### src/rtl/cpu_pkg.sv
`default_nettype none
// ============================================================================
// Module      : cpu_pkg
// Description : Shared CPU definitions used by the execute-stage divider:
//               divider FSM state enumeration, datapath width, nominal
//               latency and the divide-by-zero quotient pattern.
// Revision    : 1.0 - initial release
// ============================================================================
package cpu_pkg;

    typedef enum logic [1:0] {
        IDLE = 2'd0,
        CALC = 2'd1,
        FIX  = 2'd2,
        DONE = 2'd3
    } div_state_t;

    localparam int          DIV_WIDTH     = 32;
    // Rising edges from the accepting edge to out_valid (normal path).
    localparam int          DIV_LATENCY   = 34;
    localparam logic [31:0] DIV_ZERO_QUOT = 32'hFFFF_FFFF;

endpackage : cpu_pkg
`default_nettype wire

### src/rtl/div_unit_if.sv
`default_nettype none
// ============================================================================
// Module      : div_unit_if
// Description : Request/response bundle between the execute pipeline and the
//               multi-cycle divider.
//   master : pipeline side - drives flush, in_valid, is_signed, dividend,
//            divisor, out_ready; observes in_ready and the result.
//   slave  : divider side  - drives in_ready, out_valid, quotient,
//            remainder, div_by_zero.
// Revision    : 1.0 - initial release
// ============================================================================
interface div_unit_if #(
    parameter int WIDTH = 32
) ();
    logic             flush;
    logic             in_valid;
    logic             in_ready;
    logic             is_signed;
    logic [WIDTH-1:0] dividend;
    logic [WIDTH-1:0] divisor;
    logic             out_valid;
    logic             out_ready;
    logic [WIDTH-1:0] quotient;
    logic [WIDTH-1:0] remainder;
    logic             div_by_zero;

    modport master (
        output flush, in_valid, is_signed, dividend, divisor, out_ready,
        input  in_ready, out_valid, quotient, remainder, div_by_zero
    );

    modport slave (
        input  flush, in_valid, is_signed, dividend, divisor, out_ready,
        output in_ready, out_valid, quotient, remainder, div_by_zero
    );
endinterface : div_unit_if
`default_nettype wire

### src/rtl/div_step.sv
`default_nettype none
// ============================================================================
// Module      : div_step
// Description : One radix-2 restoring division iteration (combinational).
//               Shifts {rem, quo} left by one, trial-subtracts the divisor
//               from the widened partial remainder and sets the new quotient
//               LSB when the trial is non-negative.
//   i_rem / i_quo / i_divisor : current partial remainder, quotient, divisor
//   o_rem / o_quo             : partial remainder and quotient after the step
// Revision    : 1.0 - initial release
// ============================================================================
module div_step #(
    parameter int WIDTH = 32
) (
    input  wire logic [WIDTH-1:0] i_rem,
    input  wire logic [WIDTH-1:0] i_quo,
    input  wire logic [WIDTH-1:0] i_divisor,
    output logic      [WIDTH-1:0] o_rem,
    output logic      [WIDTH-1:0] o_quo
);
    logic [WIDTH:0] w_shift;
    logic [WIDTH:0] w_trial;
    logic           w_neg;

    // rem < divisor holds between steps, so the shifted remainder is below
    // 2*divisor and WIDTH+1 bits are enough for the trial's sign to be exact.
    // With a zero divisor the remainder never reaches bit WIDTH-1 before the
    // last shift, so the trial is always non-negative there as well.
    assign w_shift = {i_rem, i_quo[WIDTH-1]};
    assign w_trial = w_shift - {1'b0, i_divisor};
    assign w_neg   = w_trial[WIDTH];

    assign o_rem = w_neg ? w_shift[WIDTH-1:0] : w_trial[WIDTH-1:0];
    assign o_quo = {i_quo[WIDTH-2:0], ~w_neg};

endmodule : div_step
`default_nettype wire

### src/rtl/div_unit.sv
`default_nettype none
// ============================================================================
// Module      : div_unit
// Description : Multi-cycle DIV/DIVU unit, radix-2 restoring, one quotient
//               bit per cycle. Remainder feeds HI, quotient feeds LO.
//   clk, rst_n : clock (rising edge), asynchronous active-low reset
//   bus        : div_unit_if.slave - valid/ready request (flush, in_valid,
//                in_ready, is_signed, dividend, divisor) and held response
//                (out_valid, out_ready, quotient, remainder, div_by_zero)
// Build macro : DIV_ZERO_SHORTCUT_EN - a zero divisor skips the iterations
//               and goes straight to DONE (same result, shorter latency).
// Revision    : 1.0 - initial release
// ============================================================================
module div_unit
    import cpu_pkg::*;
#(
    parameter int WIDTH = DIV_WIDTH,
    parameter int CNT_W = 5
) (
    input wire logic   clk,
    input wire logic   rst_n,
    div_unit_if.slave  bus
);
    localparam logic [1:0] ST_IDLE = IDLE;
    localparam logic [1:0] ST_CALC = CALC;
    localparam logic [1:0] ST_FIX  = FIX;
    localparam logic [1:0] ST_DONE = DONE;

    localparam logic [CNT_W-1:0] C_LAST_ITER = CNT_W'(WIDTH - 1);

    logic [1:0]       r_state;
    logic [CNT_W-1:0] r_cnt;
    logic [WIDTH-1:0] r_rem;
    logic [WIDTH-1:0] r_quo;
    logic [WIDTH-1:0] r_dsr;
    logic [WIDTH-1:0] r_raw_dvd;
    logic             r_qneg;
    logic             r_rneg;
    logic             r_dz;
    logic [WIDTH-1:0] r_quotient;
    logic [WIDTH-1:0] r_remainder;
    logic             r_div_by_zero;
    logic             r_out_valid;

    logic             w_in_ready;
    logic             w_accept;
    logic             w_dvd_neg;
    logic             w_dsr_neg;
    logic [WIDTH-1:0] w_dvd_abs;
    logic [WIDTH-1:0] w_dsr_abs;
    logic             w_dsr_zero;
    logic [WIDTH-1:0] w_rem_nxt;
    logic [WIDTH-1:0] w_quo_nxt;

    assign w_in_ready = (r_state == ST_IDLE) && !bus.flush;
    assign w_accept   = bus.in_valid && w_in_ready;

    // Signs only matter for DIV; DIVU treats both operands as magnitudes.
    assign w_dvd_neg  = bus.is_signed && bus.dividend[WIDTH-1];
    assign w_dsr_neg  = bus.is_signed && bus.divisor[WIDTH-1];
    assign w_dvd_abs  = w_dvd_neg ? -bus.dividend : bus.dividend;
    assign w_dsr_abs  = w_dsr_neg ? -bus.divisor  : bus.divisor;
    assign w_dsr_zero = (bus.divisor == '0);

    div_step #(
        .WIDTH (WIDTH)
    ) u_div_step (
        .i_rem     (r_rem),
        .i_quo     (r_quo),
        .i_divisor (r_dsr),
        .o_rem     (w_rem_nxt),
        .o_quo     (w_quo_nxt)
    );

    always_ff @(posedge clk or negedge rst_n) begin
        if (!rst_n) begin
            r_state       <= ST_IDLE;
            r_cnt         <= '0;
            r_rem         <= '0;
            r_quo         <= '0;
            r_dsr         <= '0;
            r_raw_dvd     <= '0;
            r_qneg        <= 1'b0;
            r_rneg        <= 1'b0;
            r_dz          <= 1'b0;
            r_quotient    <= '0;
            r_remainder   <= '0;
            r_div_by_zero <= 1'b0;
            r_out_valid   <= 1'b0;
        end else if (bus.flush) begin
            // Result registers are left as-is; they are meaningless once
            // out_valid is low.
            r_state     <= ST_IDLE;
            r_out_valid <= 1'b0;
        end else begin
            case (r_state)
                ST_IDLE: begin
                    if (w_accept) begin
                        r_rem     <= '0;
                        r_quo     <= w_dvd_abs;
                        r_dsr     <= w_dsr_abs;
                        r_qneg    <= w_dvd_neg ^ w_dsr_neg;
                        r_rneg    <= w_dvd_neg;
                        r_raw_dvd <= bus.dividend;
                        r_dz      <= w_dsr_zero;
                        r_cnt     <= '0;
`ifdef DIV_ZERO_SHORTCUT_EN
                        if (w_dsr_zero) begin
                            r_quotient    <= WIDTH'(DIV_ZERO_QUOT);
                            r_remainder   <= bus.dividend;
                            r_div_by_zero <= 1'b1;
                            r_state       <= ST_DONE;
                        end else begin
                            r_state       <= ST_CALC;
                        end
`else
                        r_state   <= ST_CALC;
`endif
                    end
                end

                ST_CALC: begin
                    r_rem <= w_rem_nxt;
                    r_quo <= w_quo_nxt;
                    r_cnt <= r_cnt + CNT_W'(1);
                    if (r_cnt == C_LAST_ITER) begin
                        r_state <= ST_FIX;
                    end
                end

                ST_FIX: begin
                    // Divide-by-zero returns the architectural pattern and
                    // the untouched dividend, so it bypasses sign correction.
                    if (r_dz) begin
                        r_quotient  <= WIDTH'(DIV_ZERO_QUOT);
                        r_remainder <= r_raw_dvd;
                    end else begin
                        r_quotient  <= r_qneg ? -r_quo : r_quo;
                        r_remainder <= r_rneg ? -r_rem : r_rem;
                    end
                    r_div_by_zero <= r_dz;
                    r_state       <= ST_DONE;
                end

                ST_DONE: begin
                    // Results land in the output registers on entry to DONE
                    // and are published one edge later, then held until the
                    // consumer takes them.
                    if (!r_out_valid) begin
                        r_out_valid <= 1'b1;
                    end else if (bus.out_ready) begin
                        r_out_valid <= 1'b0;
                        r_state     <= ST_IDLE;
                    end
                end

                default: begin
                    r_state     <= ST_IDLE;
                    r_out_valid <= 1'b0;
                end
            endcase
        end
    end

    assign bus.in_ready    = w_in_ready;
    assign bus.out_valid   = r_out_valid;
    assign bus.quotient    = r_quotient;
    assign bus.remainder   = r_remainder;
    assign bus.div_by_zero = r_div_by_zero;

endmodule : div_unit
`default_nettype wire

### src/flat_wrapper.sv
// flat-port wrapper written by rule: the top's interface ports become plain ports
module div_unit_flat import cpu_pkg::*;
#(
    parameter int WIDTH = DIV_WIDTH,
    parameter int CNT_W = 5
)
  (clk, rst_n, bus_flush, bus_in_valid, bus_is_signed, bus_dividend, bus_divisor, bus_out_ready, bus_in_ready, bus_out_valid, bus_quotient, bus_remainder, bus_div_by_zero);
  div_unit_if #(.WIDTH(WIDTH)) bus_i ();
  input wire logic clk;
  input wire logic rst_n;
  input wire logic [$bits(bus_i.flush)-1:0] bus_flush;
  input wire logic [$bits(bus_i.in_valid)-1:0] bus_in_valid;
  input wire logic [$bits(bus_i.is_signed)-1:0] bus_is_signed;
  input wire logic [$bits(bus_i.dividend)-1:0] bus_dividend;
  input wire logic [$bits(bus_i.divisor)-1:0] bus_divisor;
  input wire logic [$bits(bus_i.out_ready)-1:0] bus_out_ready;
  output wire logic [$bits(bus_i.in_ready)-1:0] bus_in_ready;
  output wire logic [$bits(bus_i.out_valid)-1:0] bus_out_valid;
  output wire logic [$bits(bus_i.quotient)-1:0] bus_quotient;
  output wire logic [$bits(bus_i.remainder)-1:0] bus_remainder;
  output wire logic [$bits(bus_i.div_by_zero)-1:0] bus_div_by_zero;
  assign bus_i.flush = bus_flush;
  assign bus_i.in_valid = bus_in_valid;
  assign bus_i.is_signed = bus_is_signed;
  assign bus_i.dividend = bus_dividend;
  assign bus_i.divisor = bus_divisor;
  assign bus_i.out_ready = bus_out_ready;
  assign bus_in_ready = bus_i.in_ready;
  assign bus_out_valid = bus_i.out_valid;
  assign bus_quotient = bus_i.quotient;
  assign bus_remainder = bus_i.remainder;
  assign bus_div_by_zero = bus_i.div_by_zero;
  div_unit #(.WIDTH(WIDTH), .CNT_W(CNT_W)) u_core (.clk(clk), .rst_n(rst_n), .bus(bus_i));
endmodule
### config.mk
export PLATFORM = sky130hd
export DESIGN_NAME = div_unit_flat
export DESIGN_NICKNAME = d
export VERILOG_FILES = /design/src/rtl/cpu_pkg.sv /design/src/rtl/div_unit_if.sv /design/src/rtl/div_step.sv /design/src/rtl/div_unit.sv /design/src/flat_wrapper.sv
export SDC_FILE = /design/constraint.sdc
export NUM_CORES = 1
export LEC_CHECK = 0
export CAP_MARGIN = 20
export CORE_ASPECT_RATIO = 1.2
export CORE_UTILIZATION = 30
export DETAILED_ROUTE_END_ITERATION = 10
export PLACE_DENSITY_LB_ADDON = 0.1
export SETUP_SLACK_MARGIN = 0.4
export SYNTH_ARGS = -nofsm -noshare
export SYNTH_HDL_FRONTEND = slang
export SYNTH_HIERARCHICAL = 1
export SYNTH_SLANG_ARGS = --single-unit
### constraint.sdc
create_clock -name clk -period 9.9 [get_ports clk]
set_input_delay 1.485 -clock clk [delete_from_list [all_inputs] [get_ports clk]]
set_output_delay 1.485 -clock clk [all_outputs]
set_load 0.02 [all_outputs]
==> results.toml, run 1 <==
[route]
ant_nets = 0
drt_iter0_drc = 526
via_per_inst = 5.03
first_pass_iters = 4
wl_met2_mm = 19.3
drt-total-wl_mm = 39.7
met1Wirelength_mm = 17.7
routedWlPerCell_um = 17.7
highest-signal-layer = "met4"
drc = 0
wl_met3_mm = 1.30
vias = 11300

[layout]
fin_nets = 1728
fin_cells = 2241
final_util_pct = 35.9
syn2layout_area_growth_pct = 17.7
fillerInstances = 4743
antenna_cells = 0
layout.cells.most_common = "dfrtp_1"
layout-drive-gt1-share_pct = 9.93
layout_common_cells = "dfrtp_1, nand2_1, clkdlybuf4s50_1"

[synth]
async_flop_share_pct = 100
synth_edf_count = 0
syn-mean-instance-area_um2 = 8.83
synthCells = 1558
syn-cell-area_um2 = 13800
ys_dominant_reg_cell = "dfrtp_1"
synth_nets = 1671
yosysUniqueCellTypes = 80
synth_warnings = 6
ys_seq_area_share_pct = 37.1
ys_ff_latch = 204

[clock_network]
path_clk_slew_ns = 0.06
ctsHoldBuffers = 0
cts_buffers = 25
htree_levels = 1
cts_root_buffer = "clkbuf_16"
clock-sinks = 204
clk_path_buf_depth = 3
ctsResizeCount = 0
insertion_delay_ns = 0.54
cts_tree = "yes"
post_cts_buffers = 0

[setup_path]
path_max_fanout = 11
path_class = "input port to primary output"
r2r_cells = 15
cp-start-kind = "input port"
end_kind = "primary output"
critPathRequiredTime_ns = 8.42
cp.arrival_ns = 2.90

[flow_run]
maxCapViolCount = 0

[power]
p_leak_nw = 6.87
max-vdd-ir-drop_uv = 154
power.density_nw_per_um2 = 374

[timing]
rsz0062_at_grt = "false"
worstMarginPinSlew_ns = 0.994
period_needed_ns = 4.39
setup_viol = 0
finClkSkew_ns = 0.0205
fmax_ghz = 0.228
period_share_pct = 44.3
fin_setup_tns_ns = 0
finalHoldViolCount = 0
timing.slew.headroom_pct = 33.6
maxSlewViolCount = 0

[outcome]
status = "completed"

[floorplanning]
die_x_um = 197
io_pins = 137
coreArea_um2 = 45100
start_util_pct = 30.5
fp.dieArea_um2 = 46700
chipHeight_um = 237
placementRows = 85

[placed_design]
place.gp.congestion = 0.843
hpwl_mm = 29.3
numPlacedInstances = 2197
portBuffers = 136

[global_routing]
grtUsageTotal_pct = 17.1
grt_pass1_vias = 11300
grt.overflow.total = 0
grt_antenna_before_repair = 0
grt_max_degree = 98
grt_pass1_wl_mm = 63.9

[worst_hold_path]
min_path_cells = 2
hold_path.class = "flop to flop"
==> metal layers <==
layer / track usage [%] / vias up
li1: - / 5679
met1: 22.2 / 5317
met2: 29.3 / 214
met3: 1.64 / 62
met4: 6.32 / 0
met5: 0 / -
==> critical path, stage by stage <==
cell and delay (ns):
clkdlybuf4s50_1 0.62, nor2b_1 0.19, clkdlybuf4s50_1 0.61
==> cell usage after synthesis, types with 5 or more instances <==
| cell type | number | area [µm²] |
|---|---|---|
| dfrtp_1 | 204 | 5100 |
| nand4_1 | 9 | 56.3 |
| clkbuf_1 | 62 | 233 |
| mux2_2 | 39 | 439 |
| nor2b_1 | 5 | 31.3 |
| nor3_1 | 33 | 165 |
| xnor2_1 | 37 | 324 |
| o22ai_1 | 24 | 150 |
| or4_4 | 5 | 56.3 |
| o21ai_0 | 107 | 536 |
| xor2_1 | 93 | 815 |
| or3_1 | 26 | 163 |
| a21oi_1 | 108 | 541 |
| nor2_1 | 109 | 409 |
| buf_1 | 14 | 52.6 |
| clkbuf_8 | 5 | 68.8 |
| o211ai_1 | 8 | 60.1 |
| a21o_1 | 14 | 105 |
| nor4_1 | 17 | 106 |
| o41ai_1 | 21 | 184 |
| mux2i_1 | 16 | 160 |
| or4_1 | 18 | 135 |
| buf_4 | 33 | 248 |
| mux2_4 | 19 | 285 |
| o21a_1 | 8 | 60.1 |
| o41ai_2 | 11 | 179 |
| inv_1 | 55 | 206 |
| or2_2 | 11 | 68.8 |
| buf_2 | 5 | 25.0 |
| ha_1 | 42 | 526 |
| nand3_1 | 68 | 340 |
| a31oi_1 | 21 | 131 |
| nand2b_1 | 8 | 50.1 |
| o31ai_1 | 36 | 270 |
| and3_1 | 22 | 138 |
| nand2_1 | 175 | 657 |
==> cell families (layout without fill, tap and decap cells) <==
group           Yosys count  count (layout)  synth area share (%)
flops                   204             204                  37.1
buf+inv                 180             254                  6.68
xor+xnor                130             130                  8.28
fa+ha+maj                43              43                  3.97
compound gates          392             392                  18.4
simple gates            534             534                  19.0
mux                      75              75                  6.59
==> power breakdown <==
group / switching (mW) / total (mW) / internal [mW]
sequential: 0.411 / 1.63 / 1.22
combinational: 1.93 / 3.46 / 1.53
clock: 0.366 / 0.964 / 0.598
==> area by class of cell <==
class | instances | area, µm² | area share (%)
timing repair buffer | 153 | 1500 | 9.27
clock buffer | 37 | 711 | 4.39
inverter | 57 | 221 | 1.37
multi-input combinational | 1174 | 7750 | 47.9
clock inverter | 7 | 139 | 0.858
tap | 609 | 762 | 4.71
sequential | 204 | 5100 | 31.5
==> registers in the layout, summed over array words and instances, names as in the netlist <==
| signal | count |
|---|---|
| u_core/r_qneg | 1 |
| u_core/bus.div_by_zero | 1 |
| u_core/r_dz | 1 |
| u_core/r_cnt | 5 |
| u_core/r_rneg | 1 |
| u_core/r_raw_dvd | 32 |
| u_core/r_state | 2 |
| u_core/r_rem | 32 |
| u_core/bus.out_valid | 1 |
| u_core/r_dsr | 32 |
| u_core/bus.quotient | 32 |
| u_core/bus.remainder | 32 |
| u_core/r_quo | 32 |
==> stage by stage <==
stage / hold WS, ns / area, µm² / worst slack [ns] / total power [mW]
floorplan: 0.445 / 13800 / 6.43 / 4.29
global placement: 0.463 / 15300 / 5.25 / 5.10
detailed placement: 0.473 / 15300 / 5.20 / 5.13
CTS: 0.485 / 16200 / 5.49 / 6.13
global route: 0.503 / 16200 / 5.42 / 6.57
finish: 0.474 / 16200 / 5.51 / 6.05
==> worst paths after layout <==
path                             startpoint                endpoint  slack (ns)
hold reg to reg             u_core/r_dsr[8]         u_core/r_dsr[8]        0.47
hold / removal              u_core/r_dsr[8]         u_core/r_dsr[8]        0.47
min in group asynchronous             rst_n  u_core/bus.quotient[1]        0.97
max in group asynchronous             rst_n        u_core/r_rem[25]        7.55
setup / recovery                  bus_flush            bus_in_ready        5.51
setup reg to reg           u_core/r_quo[31]        u_core/r_rem[26]        5.81
Note: power is estimated with default switching activity, not from simulation.
==> run 2: changes to the inputs <==
clock period = 4.5 ns   (was 9.9 ns; I/O delays follow)
==> run 2 against run 1 <==
  * Sequential share of layout area decreased by 0.053 points
  * First-iteration DRC count shrank 11%
  * Sequential power up 120%
  * Sequential cell count stayed put
  * Critical endpoint is now u_core/r_rem[26]
  * Largest power group unchanged
  * Highest routed layer is now met5
==> results.toml, run 2 (synthesized netlist as in run 1, its figures left out) <==
[outcome]
status = "completed"

[layout]
syn2layout_area_growth_pct = 17.9
fin_nets = 1738
layout.cells.most_common = "dfrtp_1"
fin_cells = 2251
final_util_pct = 36.0
layout-drive-gt1-share_pct = 10.4
fillerInstances = 4750
antenna_cells = 0
layout_common_cells = "dfrtp_1, nand2_1, clkdlybuf4s50_1"

[route]
routedWlPerCell_um = 18.4
first_pass_iters = 5
drt_iter0_drc = 470
ant_nets = 0
via_per_inst = 5.06
drt-total-wl_mm = 41.5
drc = 0
vias = 11400

[placed_design]
hpwl_mm = 31.0
portBuffers = 136
numPlacedInstances = 2206
place.gp.congestion = 0.835

[floorplanning]
io_pins = 137
chipHeight_um = 237
die_x_um = 197
start_util_pct = 30.5
placementRows = 85
coreArea_um2 = 45100
fp.dieArea_um2 = 46700

[setup_path]
slowest_delay_ns = 0.41
cp.arrival_ns = 4.08
critPathRequiredTime_ns = 4.92
worst_path_max_delay_cell = "dfrtp_1"
path_cells = "inv_1 -> ha_1 -> fa_1 -> and2b_1 -> o2111ai_2 -> a21oi_2 -> o211ai_2 -> a211oi_4 -> nor2_4 -> mux2i_4 -> and2_4 -> inv_8 -> mux2_4 -> nand3_1 -> nand2_1"
r2r_slack_ns = 0.84
path_class = "flop to flop"
path_max_fanout = 24
end_kind = "flop"
cp-start-kind = "flop"

[power]
power.density_nw_per_um2 = 823
power_mw = 13.3
max-vdd-ir-drop_uv = 371
p_leak_nw = 6.88

[global_routing]
grtUsageTotal_pct = 17.8
grt_pass1_vias = 11400
grt_antenna_before_repair = 1
grt_max_degree = 92
grt_pass1_wl_mm = 65.8
grt.overflow.total = 0

[timing]
fmax_ghz = 0.273
maxSlewViolCount = 0
worstMarginPinSlew_ns = 1.04
hold-worst-slack_ns = 0.196
period_needed_ns = 3.66
fin_setup_tns_ns = 0
setup_viol = 0
period_share_pct = 81.3
finalHoldViolCount = 0
finClkSkew_ns = 0.0131
rsz0062_at_grt = "false"
timing.slew.headroom_pct = 30.5

[flow_run]
maxCapViolCount = 0

[clock_network]
post_cts_buffers = 0
cts_buffers = 26
ctsHoldBuffers = 0
insertion_delay_ns = 0.54
ctsResizeCount = 0
path_clk_slew_ns = 0.06
cts_root_buffer = "clkbuf_16"
cts_tree = "yes"
htree_levels = 1
clock-sinks = 204
clk_path_buf_depth = 3

[worst_hold_path]
hold_path.class = "input port to asynchronous set/reset pin"
==> run 2: cell types whose count changed in the layout (fill, tap and decap cells not counted), moves of 3 or more <==
cell and change:
clkinvlp_4 +3, bufinv_16 -4, buf_12 +3, buf_4 +7
==> run 2: path summary, 6_finish.rpt <==
kind / start / end / depth (start not counted)
min: rst_n / u_core/bus.quotient[5] / 1
max: u_core/r_quo[31] / u_core/r_rem[26] / 15
min reg2reg: u_core/r_cnt[4] / u_core/r_cnt[4] / 2
min in group clk: u_core/r_cnt[4] / u_core/r_cnt[4] / 2
max reg2reg: u_core/r_quo[31] / u_core/r_rem[26] / 15
max in group asynchronous: rst_n / u_core/r_dsr[23] / 2
==> run 2: critical path: cells and delay by family, from the launching register on <==
family | cells | cell delay, ns
adders and majority gates | 2 | 0.63
and+or+nand+nor | 5 | 0.79
AOI/OAI and AO/OA | 4 | 0.84
DFF | 1 | 0.41
buffers and inverters | 2 | 0.19
muxes | 2 | 0.66
==> run 2: cell type report <==
cell class,count,area [µm²],area share [%]
Multi-Input combinational cell,1174,7750,47.8
Inverter,57,221,1.37
Clock inverter,7,53.8,0.332
Tap cell,609,762,4.70
Clock buffer,38,726,4.47
Timing Repair Buffer,162,1600,9.85
Sequential cell,204,5100,31.5
==> run 2: stage by stage <==
step	area, µm²	worst slack (ns)
3_3_place_gp	15400	0.931
5_1_grt	16200	0.637
6_report	16200	0.843
4_1_cts	16200	0.839
2_1_floorplan	13800	1.17
3_5_place_dp	15400	0.870
==> run 2: per-layer routing <==
layer / vias up / track usage [%] / wire length (µm)
met4: 2 / 6.15 / 1240
met3: 62 / 1.78 / 1380
li1: 5698 / - / -
met5: - / 0 / 11
met1: 5403 / 22.8 / 18300
met2: 216 / 31.1 / 20500
==> run 2: where the power goes <==
part	internal, mW	switching (mW)	leakage (nW)
clock network	1.11	0.823	0.372
registers	2.67	0.870	2.55
logic	3.40	4.46	3.96
total	7.19	6.15	6.88
==> run 3: changes to the inputs <==
clock period = 3.5 ns   (was 4.5 ns; I/O delays follow)
==> run 3 against run 2 <==
  * Via count increased by 2.8%
  * Wire length increased by 3.0%
  * Combinational power increased by 41%
  * Count of clock-buffer cells in the layout increased by 2
  * Register-to-register slack got worse by 0.54 ns
  * Cell area increased by 3.6%
==> results.toml, run 3 (synthesized netlist as in run 1, its figures left out) <==
[floorplanning]
fp.dieArea_um2 = 46700
coreArea_um2 = 45100
io_pins = 137
chipHeight_um = 237
placementRows = 85
start_util_pct = 30.5
die_x_um = 197

[layout]
layout-drive-gt1-share_pct = 14.1
layout_common_cells = "dfrtp_1, nand2_1, clkdlybuf4s50_1"
syn2layout_area_growth_pct = 22.1
fillerInstances = 4768
antenna_cells = 0
multi_input_area_um2 = 7840
layout.area.seq_um2 = 5100
layout.cells.most_common = "dfrtp_1"
fin_nets = 1793

[setup_path]
end_kind = "flop"
slowest_delay_ns = 0.34
cp.buffers_inverters = 2
timing.rr.end = "u_core/r_rem[17]"
critPathRequiredTime_ns = 3.92
r2r_cells = 15
r2r_start = "u_core/r_quo[31]"
critPathTopFamily = "compound AO/OA/AOI/OAI gates"
worst_path_max_delay_cell = "dfrtp_1"
path_class = "flop to flop"
cp-start-kind = "flop"
r2r_slack_ns = 0.30
cp.arrival_ns = 3.62
path_max_fanout = 6
path_cells = "inv_1 -> ha_2 -> fa_2 -> and2b_1 -> o2111ai_2 -> a21oi_2 -> o211ai_2 -> a211oi_4 -> nor2_4 -> mux2i_4 -> and2_4 -> inv_6 -> mux2_4 -> nand3_1 -> nand2_1"

[route]
ant_nets = 0
drt_iter0_drc = 503
drc = 0
first_pass_iters = 5
routedWlPerCell_um = 18.5
vias = 11700
drt-total-wl_mm = 42.7
via_per_inst = 5.07

[timing]
finalHoldViolCount = 0
hold-worst-slack_ns = 0.0451
finClkSkew_ns = 0.0243
timing.slew.headroom_pct = 43.0
fmax_ghz = 0.312
worstMarginPinSlew_ns = 0.855
rsz0062_at_grt = "true"
period_share_pct = 91.5
fin_setup_tns_ns = 0
maxSlewViolCount = 0
period_needed_ns = 3.20
setup_viol = 0
final.setup.worst_slack_ns = 0.298

[placed_design]
place.gp.congestion = 0.812
portBuffers = 136
hpwl_mm = 31.3
place_ws_ns = 0.213

[worst_hold_path]
hold_path.class = "input port to asynchronous set/reset pin"

[power]
max-vdd-ir-drop_uv = 473
p_leak_nw = 7.22
power.density_nw_per_um2 = 1080

[global_routing]
grt_max_degree = 105
grt_pass1_wl_mm = 66.7
grt.overflow.total = 0
grt_pass1_vias = 11600
grt_antenna_before_repair = 0
grtUsageTotal_pct = 18.2

[clock_network]
insertion_delay_ns = 0.55
clock-sinks = 204
htree_levels = 1
path_clk_slew_ns = 0.06
cts_root_buffer = "clkbuf_16"
cts_buffers = 25
clk_path_buf_depth = 3
cts_tree = "yes"

[flow_run]
maxCapViolCount = 0

[outcome]
status = "completed"
-- run 3: layout make-up --
type,instances,share of cell area (%)
sequential,204,30.4
clock inverter,6,0.499
inverter,57,1.37
tap,609,4.54
clock buffer,40,4.42
multi-input combinational,1174,46.6
timing repair buffer,216,12.0
timing repair inverter,2,0.149
-- run 3: worst max path at each step --
stage	start	end	slack, ns	cells past startpoint
global route	u_core/r_quo[31]	u_core/r_rem[10]	0.08	15
floorplan	u_core/r_quo[31]	u_core/r_rem[10]	0.26	17
detailed placement	u_core/r_quo[31]	u_core/r_rem[5]	0.21	15
finish	u_core/r_quo[31]	u_core/r_rem[17]	0.30	15
CTS	u_core/r_quo[31]	u_core/r_rem[17]	0.32	15
global placement	u_core/r_quo[31]	u_core/r_rem[3]	0.26	15
-- run 3: worst register-to-register path, cell delays in order, from the launching register on --
cell and delay (ns):
dfrtp_1 0.34, inv_1 0.05, ha_2 0.19, fa_2 0.33
and2b_1 0.24, o2111ai_2 0.14, a21oi_2 0.20, o211ai_2 0.15
a211oi_4 0.32, nor2_4 0.07, mux2i_4 0.17, and2_4 0.33
inv_6 0.11, mux2_4 0.31, nand3_1 0.08, nand2_1 0.06
-- run 3: what timing repair did --
action                                  4_1_cts  5_1_grt
endpoints found under the setup margin       31       33
pin swaps                                     4        6
cloned                                        2        0
buffers inserted                              5        2
resized for setup                            11        4
hold buffers                                  0        0
-- run 3: power breakdown --
part	internal (mW)	switching (mW)	total [mW]
Clock	1.59	1.05	2.64
Combinational	4.90	6.24	11.1
Sequential	3.44	0.938	4.38
-- run 3: metal layers --
metal | vias up | share of wire [%] | wire [µm] | global-route usage, %
met5 | - | 0 | 0 | 0
met4 | 0 | 2.8 | 1200 | 5.94
met3 | 65 | 3.4 | 1450 | 1.78
met2 | 232 | 50 | 21300 | 32.4
met1 | 5601 | 44 | 18700 | 22.8
li1 | 5802 | - | - | -
-- run 3: metrics by stage --
stage          area (µm²)  utilization, %  instances  total power, mW
2_1_floorplan       13800               -       1558             12.2
3_3_place_gp        15800            35.1       2253             15.1
3_5_place_dp        15800            35.1       2253             15.2
4_1_cts             16800            37.2       2306             18.3
5_1_grt             16800            37.3       2308             19.5
6_report            16800            37.3       2308             18.2
